**src/rtl/shift_exec_stage.sv**
```systemverilog
// Two-register shift execute stage: stage A holds the op, a barrel shifter feeds stage B.
// Optional zero/carry-out flags are built only when SHIFT_FLAGS_EN is defined.
module shift_exec_stage (
  input  logic        clk,
  input  logic        rst_n,
  input  logic        in_valid,
  output logic        in_ready,
  input  logic [15:0] in_data,
  input  logic [3:0]  in_cnt,
  input  logic [1:0]  in_op,
  input  logic [2:0]  in_rd,
  input  logic        flush,
  output logic        out_valid,
  input  logic        out_ready,
  output logic [15:0] out_data,
  output logic [2:0]  out_rd
`ifdef SHIFT_FLAGS_EN
  ,
  output logic        out_zero,
  output logic        out_cout
`endif
);

  localparam logic [1:0] OP_ROL = 2'b00;
  localparam logic [1:0] OP_SLL = 2'b01;
  localparam logic [1:0] OP_ROR = 2'b10;
  localparam logic [1:0] OP_SRL = 2'b11;

  logic        a_valid;
  logic [15:0] a_data;
  logic [3:0]  a_cnt;
  logic [1:0]  a_op;
  logic [2:0]  a_rd;
  logic        b_valid;

  logic        accept;
  logic        advance_a;
  logic [15:0] shift_res;
  logic [31:0] rot_l;
  logic [31:0] rot_r;

  assign in_ready  = !a_valid || !b_valid || out_ready;
  assign accept    = in_valid && in_ready;
  assign advance_a = a_valid && (!b_valid || out_ready);
  assign out_valid = b_valid;

  // Rotations come from shifting a doubled copy of the operand.
  assign rot_l = {a_data, a_data} << a_cnt;
  assign rot_r = {a_data, a_data} >> a_cnt;

  always_comb begin
    shift_res = a_data;
    unique case (a_op)
      OP_ROL:  shift_res = rot_l[31:16];
      OP_SLL:  shift_res = a_data << a_cnt;
      OP_ROR:  shift_res = rot_r[15:0];
      OP_SRL:  shift_res = a_data >> a_cnt;
      default: shift_res = a_data;
    endcase
  end

  always_ff @(posedge clk or negedge rst_n) begin
    if (!rst_n) begin
      a_valid <= 1'b0;
    end else if (flush) begin
      a_valid <= 1'b0;
    end else if (accept) begin
      a_valid <= 1'b1;
    end else if (advance_a) begin
      a_valid <= 1'b0;
    end
  end

  // Stage A payload is qualified by a_valid, so it carries no reset.
  always_ff @(posedge clk) begin
    if (accept) begin
      a_data <= in_data;
      a_cnt  <= in_cnt;
      a_op   <= in_op;
      a_rd   <= in_rd;
    end
  end

  always_ff @(posedge clk or negedge rst_n) begin
    if (!rst_n) begin
      b_valid  <= 1'b0;
      out_data <= 16'h0000;
      out_rd   <= 3'd0;
    end else if (flush) begin
      b_valid <= 1'b0;
    end else if (advance_a) begin
      b_valid  <= 1'b1;
      out_data <= shift_res;
      out_rd   <= a_rd;
    end else if (out_ready) begin
      b_valid <= 1'b0;
    end
  end

`ifdef SHIFT_FLAGS_EN
  logic       cout_nxt;
  logic [3:0] sll_idx;
  logic [3:0] srl_idx;

  // For cnt 1..15 the last bit out of SLL is data[16-cnt], of SRL data[cnt-1].
  assign sll_idx = 4'd0 - a_cnt;
  assign srl_idx = a_cnt - 4'd1;

  always_comb begin
    cout_nxt = 1'b0;
    if (a_cnt != 4'd0) begin
      unique case (a_op)
        OP_ROL:  cout_nxt = shift_res[0];
        OP_SLL:  cout_nxt = a_data[sll_idx];
        OP_ROR:  cout_nxt = shift_res[15];
        OP_SRL:  cout_nxt = a_data[srl_idx];
        default: cout_nxt = 1'b0;
      endcase
    end
  end

  always_ff @(posedge clk or negedge rst_n) begin
    if (!rst_n) begin
      out_zero <= 1'b1;
      out_cout <= 1'b0;
    end else if (!flush && advance_a) begin
      out_zero <= (shift_res == 16'h0000);
      out_cout <= cout_nxt;
    end
  end
`endif

endmodule

```
**config.mk**
```make
export PLATFORM = sky130hd
export DESIGN_NAME = shift_exec_stage
export DESIGN_NICKNAME = d
export VERILOG_FILES = /design/src/rtl/shift_exec_stage.sv
export SDC_FILE = /design/constraint.sdc
export NUM_CORES = 1
export LEC_CHECK = 0
export BUFFER_PORTS_ARGS = -buffer_cell sky130_fd_sc_hd__buf_2
export CAP_MARGIN = 20
export CORE_UTILIZATION = 40
export CTS_CLUSTER_DIAMETER = 50
export DETAILED_ROUTE_END_ITERATION = 8
export GPL_ROUTABILITY_DRIVEN = 1
export REMOVE_ABC_BUFFERS = 1
export SLEW_MARGIN = 0
export SYNTH_ARGS = -nofsm -noshare
export SYNTH_HDL_FRONTEND = slang
export SYNTH_SLANG_ARGS = --single-unit
```
**constraint.sdc**
```tcl
create_clock -name clk -period 5.6 [get_ports clk]
set_input_delay 0.84 -clock clk [delete_from_list [all_inputs] [get_ports clk]]
set_output_delay 0.84 -clock clk [all_outputs]
set_load 0.02 [all_outputs]
```
Word level (Yosys, flattened, before mapping) --
Index checks and enable logic that the tools add are counted.
Operators by class: shifts and indexed selects 4, muxes and demuxes 7, reduce and logical (&&, ||, !) cells 11, bitwise operators 1, equality and inequality tests 3
Operators with widths (count):
- $pmux W16 S4 | 1
- $shl A32 B4 Y32 | 1
- $shr A32 B4 Y16 | 1
- $shl A16 B4 Y16 | 1
- $shr A16 B4 Y16 | 1
- $mux W1 | 6
- $reduce_bool A3 Y1 | 2
- $eq A2 B2 Y1 const B | 2
- $logic_or A1 B1 Y1 | 3
- $eq A2 B1 Y1 const B | 1
- $logic_and A1 B1 Y1 | 2
- $logic_not A1 Y1 | 2
- $logic_not A2 Y1 | 1
- $reduce_and A2 Y1 | 1
- $not A1 Y1 | 1
Storage, ports and cells: output and inout port bits 21, bits of input ports 30, register bits after elaboration 46

Longest topological paths before layout --
Gate-level depths: netlist of run 1.
depth after elaboration 6, mapped depth 8, depth with buffers taken out 5

Worst setup path before layout of run 1 --
Ideal clock, no wire load.
kind input port to flip-flop, from in out_ready, to reg a_cnt[0], enable pin, slack 3.463 ns, path buffers 0, data arrival time 1.753 ns, stages on the path 3, cell sequence nor2b_1 nand2_1 and2_1
Between the ends: word-level cells in the longest chain between the ends 2
Ends and longest elaborated chain:
- start: declaration | RTL line 14 | input logic out_ready,
- $logic_or A1 B1 Y1 | RTL line 42 | assign in_ready = !a_valid || !b_valid || out_ready;
- via in_ready | RTL line 7 | output logic in_ready,
- $logic_and A1 B1 Y1 | RTL line 43 | assign accept = in_valid && in_ready;
- via accept | RTL line 36 | logic accept;
- end signal: assignment | RTL line 78 | a_cnt <= in_cnt;
- end: declaration | RTL line 31 | logic [3:0] a_cnt;
The timed path passes the listed nets, and every way through them passes these cells. A chain may end at the register's enable or synchronous reset.

Final worst setup path of run 1 --
from reg a_cnt[0], to reg out_data[9]
Between the ends: word-level cells in the longest chain between the ends 2, elaborated cells on any way between the ends 5, those cells by class shift (4); mux (1)
Ends and longest elaborated chain:
- $shr A16 B4 Y16, or another cell as far along | RTL line 57 | OP_SRL: shift_res = a_data >> a_cnt;
- $pmux W16 S4 * | RTL line 53 | unique case (a_op)
- end signal: assignment | RTL line 93 | out_data <= shift_res;
- end: declaration | RTL line 15 | output logic [15:0] out_data,
Every way passes the cells marked *; elsewhere a longest branch is shown, timed or not.

==> impl_metrics.ini, run 1 <==
[setup_path]
reg2regPathDepth = 6
rrSetupSlack_ns = 3.10
critPathCaptureType = flop
startpoint_type = flop
rr_endpoint = out_data[9]
crit-reg2reg-launch = a_cnt[0]
required_ns = 5.78
cp_max_fo = 53
arrival_ns = 2.69
path_class = flop to flop

[drt]
first_pass_iters = 4
routed_wl_mm = 9.05
via_per_inst = 6.24
ant_nets = 0
remaining_drc_errors = 0
vias = 2820
dr.first_iter.drc_count = 283
wire_per_inst_um = 20.0

[pwr]
intPower_uw = 665
p_sw_share_pct = 31.9
power.share.combinational_pct = 29.8
power_leakage_uw = 0.00161
power_switching_uw = 311
max-vdd-ir-drop_mv = 0.126
clockPowerShare_pct = 24.9
seqPwrFrac_pct = 45.3
powerDensity_nw_per_um2 = 246

[timing]
finalHoldViolations = 0
finalSetupTns_ns = 0
setup_violations = 0
hold_ws_ns = 0.458
fin_crit_sh_pct = 44.7
relSlewSlack_pct = 48.8
tightest_slew_ns = 0.768
period_minus_slack_ns = 2.50
finClkSkew_ns = 0.00658
maxSlewViolCount = 0
max_freq_ghz = 0.400
rsz0062_at_grt = false

[clock_network]
hold_buffers = 0
cts_resized = 0
cts_made_buffers = 5
worstSkewPairLatency_ns = 0.30
clock_path_buffers = 2
cts_setup_buffers = 0
cts-root-buf = clkbuf_8
cts_sinks = 46
cts.clk_slew.worst_paths_ns = 0.09
cts_tree = done
htreeDepth = 2

[floorplan]
die_width_um = 97.5
io-pin-count = 51
fp-row-count = 34
dieArea_um2 = 9510
fp.dieH_um = 97.5
initial_core_util_pct = 41.7
core_um2 = 8760

[hold_path]
hp-start = a_rd[2]
hold_class = flop to flop
holdPathEnd = out_rd[2]
min_path_cells = 2

[grt]
track_usage_pct = 19.4
grt_pass1_vias = 2567
antenna_found_initial = 0
grt_pass1_wl_mm = 14.5
overflow = 0
grt_max_degree = 54

[synthesis]
synth-main-ff-cell = edfxtp_1
ys_types = 56
synth_seq_area_share_pct = 35.0
netlist.top_cell.by_area = edfxtp_1
synth_edf_count = 25
syn_avg_cell_area_um2 = 11.6
synth_warnings = 0
ys_top_cells_by_area = edfxtp_1, dfrtp_1, mux4_1
synthArstFlopShare_pct = 45.7
ys_seq_elements = 46
yosys.area.top_type_share_pct = 20.6
synth.cell_area_um2 = 3650
syn-instance-count = 314

[finish]
final_cell_mix = buf_2, nor2_1, mux2i_1
layout_commonest_cell = buf_2
layout.nets = 373
syn2layout_area_growth_pct = 8.84
layout-drive-gt1-share_pct = 26.7
fillCellCount = 810
insertedDiodeCount = 0

[placement]
gp_congestion = 0.903
dp_hpwl_mm = 6.16
io_buffers = 50

[run_status]
outcome = finished, final reports clean

[job]
maxCapViolCount = 0
[stage by stage]
stage               cells  power [uW]  setup WS [ns]  instance area [um2]  utilization, %
floorplan             281         639           2.53                 3430               -
global placement      443         734           2.88                 3840            43.8
detailed placement    443         736           2.85                 3840            43.8
CTS                   451         978           3.11                 3950            45.1
global route          452        1020           2.88                 3970            45.3
finish                452         976           3.10                 3970            45.3
[cells by family (layout without fill, tap and decap cells)]
kind of cell / Yosys count / after routing / share of synthesized area (%)
flops: 46 / 46 / 35.0
mux: 71 / 71 / 33.1
simple gates: 97 / 97 / 12.3
buf+inv: 37 / 67 / 6.55
compound gates: 63 / 63 / 13.1
[area by class of cell]
| class | instances | area [um2] | share of cell area (%) |
|---|---|---|---|
| Clock buffer | 7 | 76.3 | 1.92 |
| Clock inverter | 1 | 30.0 | 0.756 |
| Inverter | 4 | 15.0 | 0.378 |
| Multi-Input combinational cell | 231 | 2140 | 53.7 |
| Sequential cell | 46 | 1280 | 32.1 |
| Tap cell | 108 | 135 | 3.40 |
| Timing Repair Buffer | 55 | 305 | 7.68 |
[registers in the layout, indices dropped and copies added, names as in the netlist]
| name | flops |
|---|---|
| a_rd | 3 |
| a_cnt | 4 |
| a_op | 2 |
| a_valid | 1 |
| out_data | 16 |
| out_valid | 1 |
| out_rd | 3 |
| a_data | 16 |
[synthesized netlist by cell type (2+ instances only)]
cell type / number
buf_2: 5
and2b_1: 2
nand4_1: 2
o32ai_1: 4
o221ai_1: 2
mux2i_1: 29
dfrtp_1: 21
nor2b_1: 5
buf_6: 5
nor3_1: 4
buf_1: 2
edfxtp_1: 25
a211oi_1: 3
a21oi_1: 13
and2_1: 3
a2111oi_0: 2
mux4_2: 18
o21ai_0: 5
o221a_2: 3
a31oi_1: 2
nand3_1: 7
o211ai_1: 4
mux2_2: 7
mux4_1: 16
o31a_1: 2
nor2_1: 34
a221o_1: 2
buf_4: 5
nand2b_1: 5
nand2_1: 28
o211a_1: 3
clkbuf_1: 13
o22ai_1: 3
nand3b_1: 3
a22oi_1: 3
inv_1: 4
[power groups by stage]
stage               logic, uW  clock network (uW)  registers (uW)
detailed placement        286                   0             450
global route              314                 261             448
floorplan                 146                   0             494
global placement          285                   0             449
finish                    291                 243             442
CTS                       288                 248             443
[worst max-delay path, cell delays in order, from the launching register on]
cell      delay (ns)
edfxtp_1        0.33
buf_4           0.55
mux4_2          0.60
and2_0          0.17
a31oi_1         0.23
mux2i_1         0.14
a221o_1         0.33
[per-layer routing]
layer	global-route usage [%]	wire, um
met1	29.7	4090
met3	4.10	688
met2	27.3	4040
met5	0	0
met4	6.33	229
[worst max path at each step]
stage,from,depth (start not counted),to
2_1_floorplan,a_cnt[0],5,out_data[9]
3_3_place_gp,flush,6,out_data[12]
3_5_place_dp,flush,6,out_data[12]
4_1_cts,a_cnt[0],6,out_data[9]
5_1_grt,flush,6,out_data[4]
6_report,a_cnt[0],6,out_data[9]
Power figures use the tool's default switching activity.
==> inputs of run 2 (changes only) <==
- clock period: 5.6 -> 2.3 ns (I/O delays scaled with it)
==> run 2 against run 1 <==
Effect of this change:
- the flow now finishes with violations (negative hold slack)
- fmax increased by 17%
- critical path depth decreased by 1
- first-iteration DRC count is 29% lower
- design area up 3.2%
- combinational power grew to 2.5 times the previous value
- worst setup slack got worse by 2.9 ns
- count of clock-buffer cells in the layout stayed put
- worst hold slack got worse by 0.48 ns
- largest power group unchanged
==> impl_metrics.ini, run 2 (synthesis gave the netlist of run 1 again) <==
[finish]
final_cell_mix = buf_2, nor2_1, nand2_1, mux2i_1, edfxtp_1
layout.nets = 388
utilization_pct = 46.8
insertedDiodeCount = 0
reg_top3 = a_data (16), out_data (16), a_cnt (4)
layout-drive-gt1-share_pct = 30.4
final_area_um2 = 4100
layout_commonest_cell = buf_2
fillCellCount = 822
syn2layout_area_growth_pct = 12.4

[setup_path]
startpoint_type = flop
arrival_ns = 2.30
path_buf_inv = 0
path_class = flop to flop
path_cells = mux4_1 -> mux2i_2 -> nor2_1 -> a2111oi_0 -> nor3_1
required_ns = 2.47
slowest_delay_ns = 0.66
critPathCaptureType = flop
crit_path_top_delay_cell = mux4_1
cp_max_fo = 7
cpLargestDelayFamily = multiplexers

[pwr]
power.share.combinational_pct = 31.6
power_leakage_uw = 0.00169
p_sw_share_pct = 32.9
seqPwrFrac_pct = 46.2
clockPowerShare_pct = 22.2
intPower_uw = 1560
power_switching_uw = 765
max-vdd-ir-drop_mv = 0.378
powerDensity_nw_per_um2 = 566

[floorplan]
dieArea_um2 = 9510
die_width_um = 97.5
initial_core_util_pct = 41.7
fp.dieH_um = 97.5
core_um2 = 8760
io-pin-count = 51
fp-row-count = 34

[timing]
fin_crit_sh_pct = 92.6
maxSlewViolCount = 0
max_freq_ghz = 0.469
finClkSkew_ns = 0.00321
rsz0062_at_grt = false
setup_violations = 0
finalHoldViolations = 21
tightest_slew_ns = 0.527
period_minus_slack_ns = 2.13
setup_slack_ns = 0.169
relSlewSlack_pct = 64.8
hold_ws_ns = -0.0201

[placement]
place_area_um2 = 3980
gp_congestion = 0.919
io_buffers = 50
dp_hpwl_mm = 6.86
post-place-ws_ns = 0.190

[grt]
grt_pass1_vias = 2608
overflow = 0
grt_pass1_wl_mm = 14.7
track_usage_pct = 19.6
grt_max_degree = 44
antenna_found_initial = 0

[clock_network]
clock_path_buffers = 2
cts.clk_slew.worst_paths_ns = 0.08
worstSkewPairLatency_ns = 0.30
cts_tree = done
cts_sinks = 46
cts-root-buf = clkbuf_8
htreeDepth = 2
cts_made_buffers = 5

[drt]
routed-wl-met3_um = 585
wire_per_inst_um = 19.6
remaining_drc_errors = 0
dr.first_iter.drc_count = 201
first_pass_iters = 4
wl_met2_mm = 4.18
routed_wl_mm = 9.17
via_per_inst = 6.03
wl_met1_mm = 4.25
vias = 2818
ant_nets = 0
maxUsedRoutingLayer = met4

[run_status]
outcome = finished, violations left
violations = negative hold slack

[job]
maxCapViolCount = 0

[hold_path]
hold_class = input port to asynchronous set/reset pin
run 2: changes by cell type in the layout (fill, tap and decap cells not counted):
cell       delta
buf_4        +13
buf_12        +2
buf_16        +1
bufinv_16     -1
clkbuf_1      -1
clkbuf_16     -1
clkbuf_8      +1
clkinv_2      +1
mux2i_1       -1
mux2i_2       +1
run 2: timing repair:
item,CTS,global route
buffers inserted,0,0
hold buffers,0,0
gates resized for setup,0,1
endpoints found under the setup margin,0,2
run 2: worst paths after layout:
path / from / to / slack [ns] / cells past startpoint
setup / recovery: a_cnt[2] / out_data[4] / 0.17 / 5
hold / removal: rst_n / out_data[11] / -0.02 / 1
setup reg to reg: a_cnt[2] / out_data[4] / 0.17 / 5
hold reg to reg: a_rd[2] / out_rd[2] / 0.45 / 2
max in group asynchronous: rst_n / out_data[14] / 2.01 / 1
min in group clk: in_data[9] / a_data[9] / 0.21 / 1
run 2: through the flow:
| step | cells | setup TNS [ns] | power, uW |
|---|---|---|---|
| after global placement | 458 | 0 | 1810 |
| after global routing | 467 | 0 | 2440 |
| after detailed placement | 458 | 0 | 1820 |
| after floorplan | 281 | -9.22 | 1560 |
| after CTS | 466 | 0 | 2330 |
| final | 467 | 0 | 2320 |
run 2: routing by layer:
layer,vias to the layer above,global-route usage (%)
li1,1327,-
met1,1370,30.0
met2,109,28.9
met3,12,3.31
met4,0,4.98
met5,-,0
run 2: layout make-up:
class                      instances  area (um2)  share of cell area (%)
timing repair buffer              70         445                    10.9
clock inverter                     1        5.00                   0.122
multi-input combinational        231        2140                    52.2
sequential                        46        1280                    31.1
inverter                           4        15.0                   0.366
tap                              108         135                    3.29
clock buffer                       7        86.3                    2.10
run 2: power by group through the flow:
stage | Combinational (uW) | Sequential, uW | Clock (uW)
after CTS | 728 | 1080 | 529
after global placement | 718 | 1090 | 0
final | 735 | 1070 | 515
after floorplan | 355 | 1200 | 0
after detailed placement | 724 | 1090 | 0
after global routing | 791 | 1090 | 554
==> inputs of run 3 (changes only) <==
- ABC_AREA: unset -> 1
- ABC_CLOCK_PERIOD_IN_PS: unset -> 2300
- RECOVER_POWER: unset -> 100
==> run 3 against run 2 <==
Effect of this change:
- the run now ends clean
- design area down 9.2%
- sequential share of layout area is 3.2 points higher
- via count grew 27%
- count of clock-buffer cells in the layout stayed put
- flip-flop and latch count did not move
- die area fell by 8.9%
- area after synthesis shrank 9.0%
- worst setup slack improved by 0.21 ns
- register-to-register slack better by 0.21 ns
- synthesized cell count is 62% higher
- largest power group unchanged
- highest routed layer unchanged
==> impl_metrics.ini, run 3 <==
[clock_network]
htreeDepth = 2
hold_buffers = 0
cts_setup_buffers = 0
worstSkewPairLatency_ns = 0.30
clock_path_buffers = 2
cts.clk_slew.worst_paths_ns = 0.09
cts_tree = done
cts_sinks = 46
cts_made_buffers = 5
cts_resized = 0
cts-root-buf = clkbuf_8

[synthesis]
yosysMostFrequentCell = nand2_1
synth.cell_area_um2 = 3320
synth_top_family_by_area = simple AND/OR/NAND/NOR gates
synth_warnings = 0
synth_edf_count = 25
synth.mux.area_fraction_pct = 0
synth_seq_area_share_pct = 38.4
synth_compound_area_share_pct = 3.47
synthArstFlopShare_pct = 45.7
ys_top_cells_by_count = nand2_1, nand3_1, edfxtp_1, nor2_1, dfrtp_1
syn_avg_cell_area_um2 = 6.54
ys_seq_elements = 46
synth-simple-area-share_pct = 51.5
netlist.top_cell.by_area = edfxtp_1
ys_top_cells_by_area = edfxtp_1, nand3_1, nand2_1
ys_types = 25
synthXorXnorAreaFrac_pct = 0
synth_fa_ha_area_share_pct = 0
synth-main-ff-cell = edfxtp_1
syn-instance-count = 508
yosys.area.top_type_share_pct = 22.6

[timing]
finClkSkew_ns = 0.0102
setup_violations = 0
fin_crit_sh_pct = 83.4
hold_ws_ns = 0.212
tightest_slew_ns = 1.18
maxSlewViolCount = 0
period_minus_slack_ns = 1.92
rsz0062_at_grt = false
finalHoldViolations = 0
relSlewSlack_pct = 21.4
max_freq_ghz = 0.522

[floorplan]
fp.dieH_um = 93.1
initial_core_util_pct = 42.1
dieArea_um2 = 8670
die_width_um = 93.1
fp-row-count = 32
io-pin-count = 51
core_um2 = 7890

[pwr]
powerDensity_nw_per_um2 = 593
power_leakage_uw = 0.00183
max-vdd-ir-drop_mv = 0.251

[setup_path]
arrival_ns = 1.90
critPathCaptureType = flop
path_buf_inv = 2
required_ns = 2.28
cp.depth = 4
cpLargestDelayFamily = compound AO/OA/AOI/OAI gates
crit_path_top_delay_cell = a21oi_2
reg2regPathDepth = 4
path_class = flop to flop
startpoint_type = flop
path_cells = inv_1 -> nor2_1 -> a21oi_2 -> clkbuf_2
cp_max_fo = 15
slowest_delay_ns = 0.67

[grt]
grt_pass1_vias = 3422
track_usage_pct = 24.5
antenna_found_initial = 0
overflow = 0
grt_pass1_wl_mm = 16.5
grt_max_degree = 36

[drt]
ant_nets = 0
routed_wl_mm = 9.78
first_pass_iters = 5
wire_per_inst_um = 15.0
via_per_inst = 5.48
dr.first_iter.drc_count = 306
vias = 3573
remaining_drc_errors = 0

[hold_path]
min_path_cells = 1
hold_class = input port to flop

[run_status]
outcome = finished, final reports clean

[placement]
io_buffers = 50
gp_congestion = 0.913
dp_hpwl_mm = 7.37
place_inst = 644

[job]
maxCapViolCount = 0

[finish]
insertedDiodeCount = 0
layout_commonest_cell = nand2_1
final_cells = 652
final_cell_mix = nand2_1, nand3_1, buf_2
layout.nets = 579
syn2layout_area_growth_pct = 12.2
reg_top3 = a_data (16), out_data (16), a_cnt (4)
layout-drive-gt1-share_pct = 10.5
## run 3: final cells by class
class | instances | area [um2]
clock inverter | 1 | 6.26
clock buffer | 7 | 76.3
fill | 863 | 4160
timing repair buffer | 64 | 344
tap | 102 | 128
inverter | 19 | 71.3
sequential | 46 | 1280
multi-input combinational | 413 | 1820
## run 3: worst paths after layout
| kind | start | to | slack, ns |
|---|---|---|---|
| min in group asynchronous | rst_n | out_data[3] | 0.26 |
| setup reg to reg | out_valid | a_data[2] | 0.38 |
| max in group asynchronous | rst_n | out_rd[0] | 1.34 |
| setup / recovery | out_valid | a_data[2] | 0.38 |
| hold reg to reg | a_rd[1] | out_rd[1] | 0.46 |
| hold / removal | in_cnt[3] | a_cnt[3] | 0.21 |
## run 3: kinds of logic after synthesis
family,after synthesis
AO/OA/AOI/OAI,22
buffers and inverters,49
flip-flops,46
AND/OR/NAND/NOR,391
## run 3: report_power, final
group	internal, uW	switching (uW)	leakage [uW]
clock	216	260	0.0000428
combinational	220	480	0.00128
sequential	974	60.7	0.000504
total	1410	801	0.00183
## run 3: per-layer routing
metal	global-route usage, %	share of wire [%]	vias to the layer above
met5	0	0	-
met4	9.36	2.8	0
met3	3.58	3.7	22
met2	39.3	47	108
met1	33.3	47	1655
li1	-	-	1788
## run 3: per-stage QoR
stage	setup slack [ns]	power [uW]	setup TNS [ns]	util, %	instance area (um2)
finish	0.383	2210	0	47.2	3720
global route	0.207	2370	0	47.2	3720
CTS	0.437	2250	0	47.7	3770
detailed placement	0.452	1770	0	46.7	3680
global placement	0.479	1770	0	46.7	3680
floorplan	-0.181	1520	-0.966	-	3170
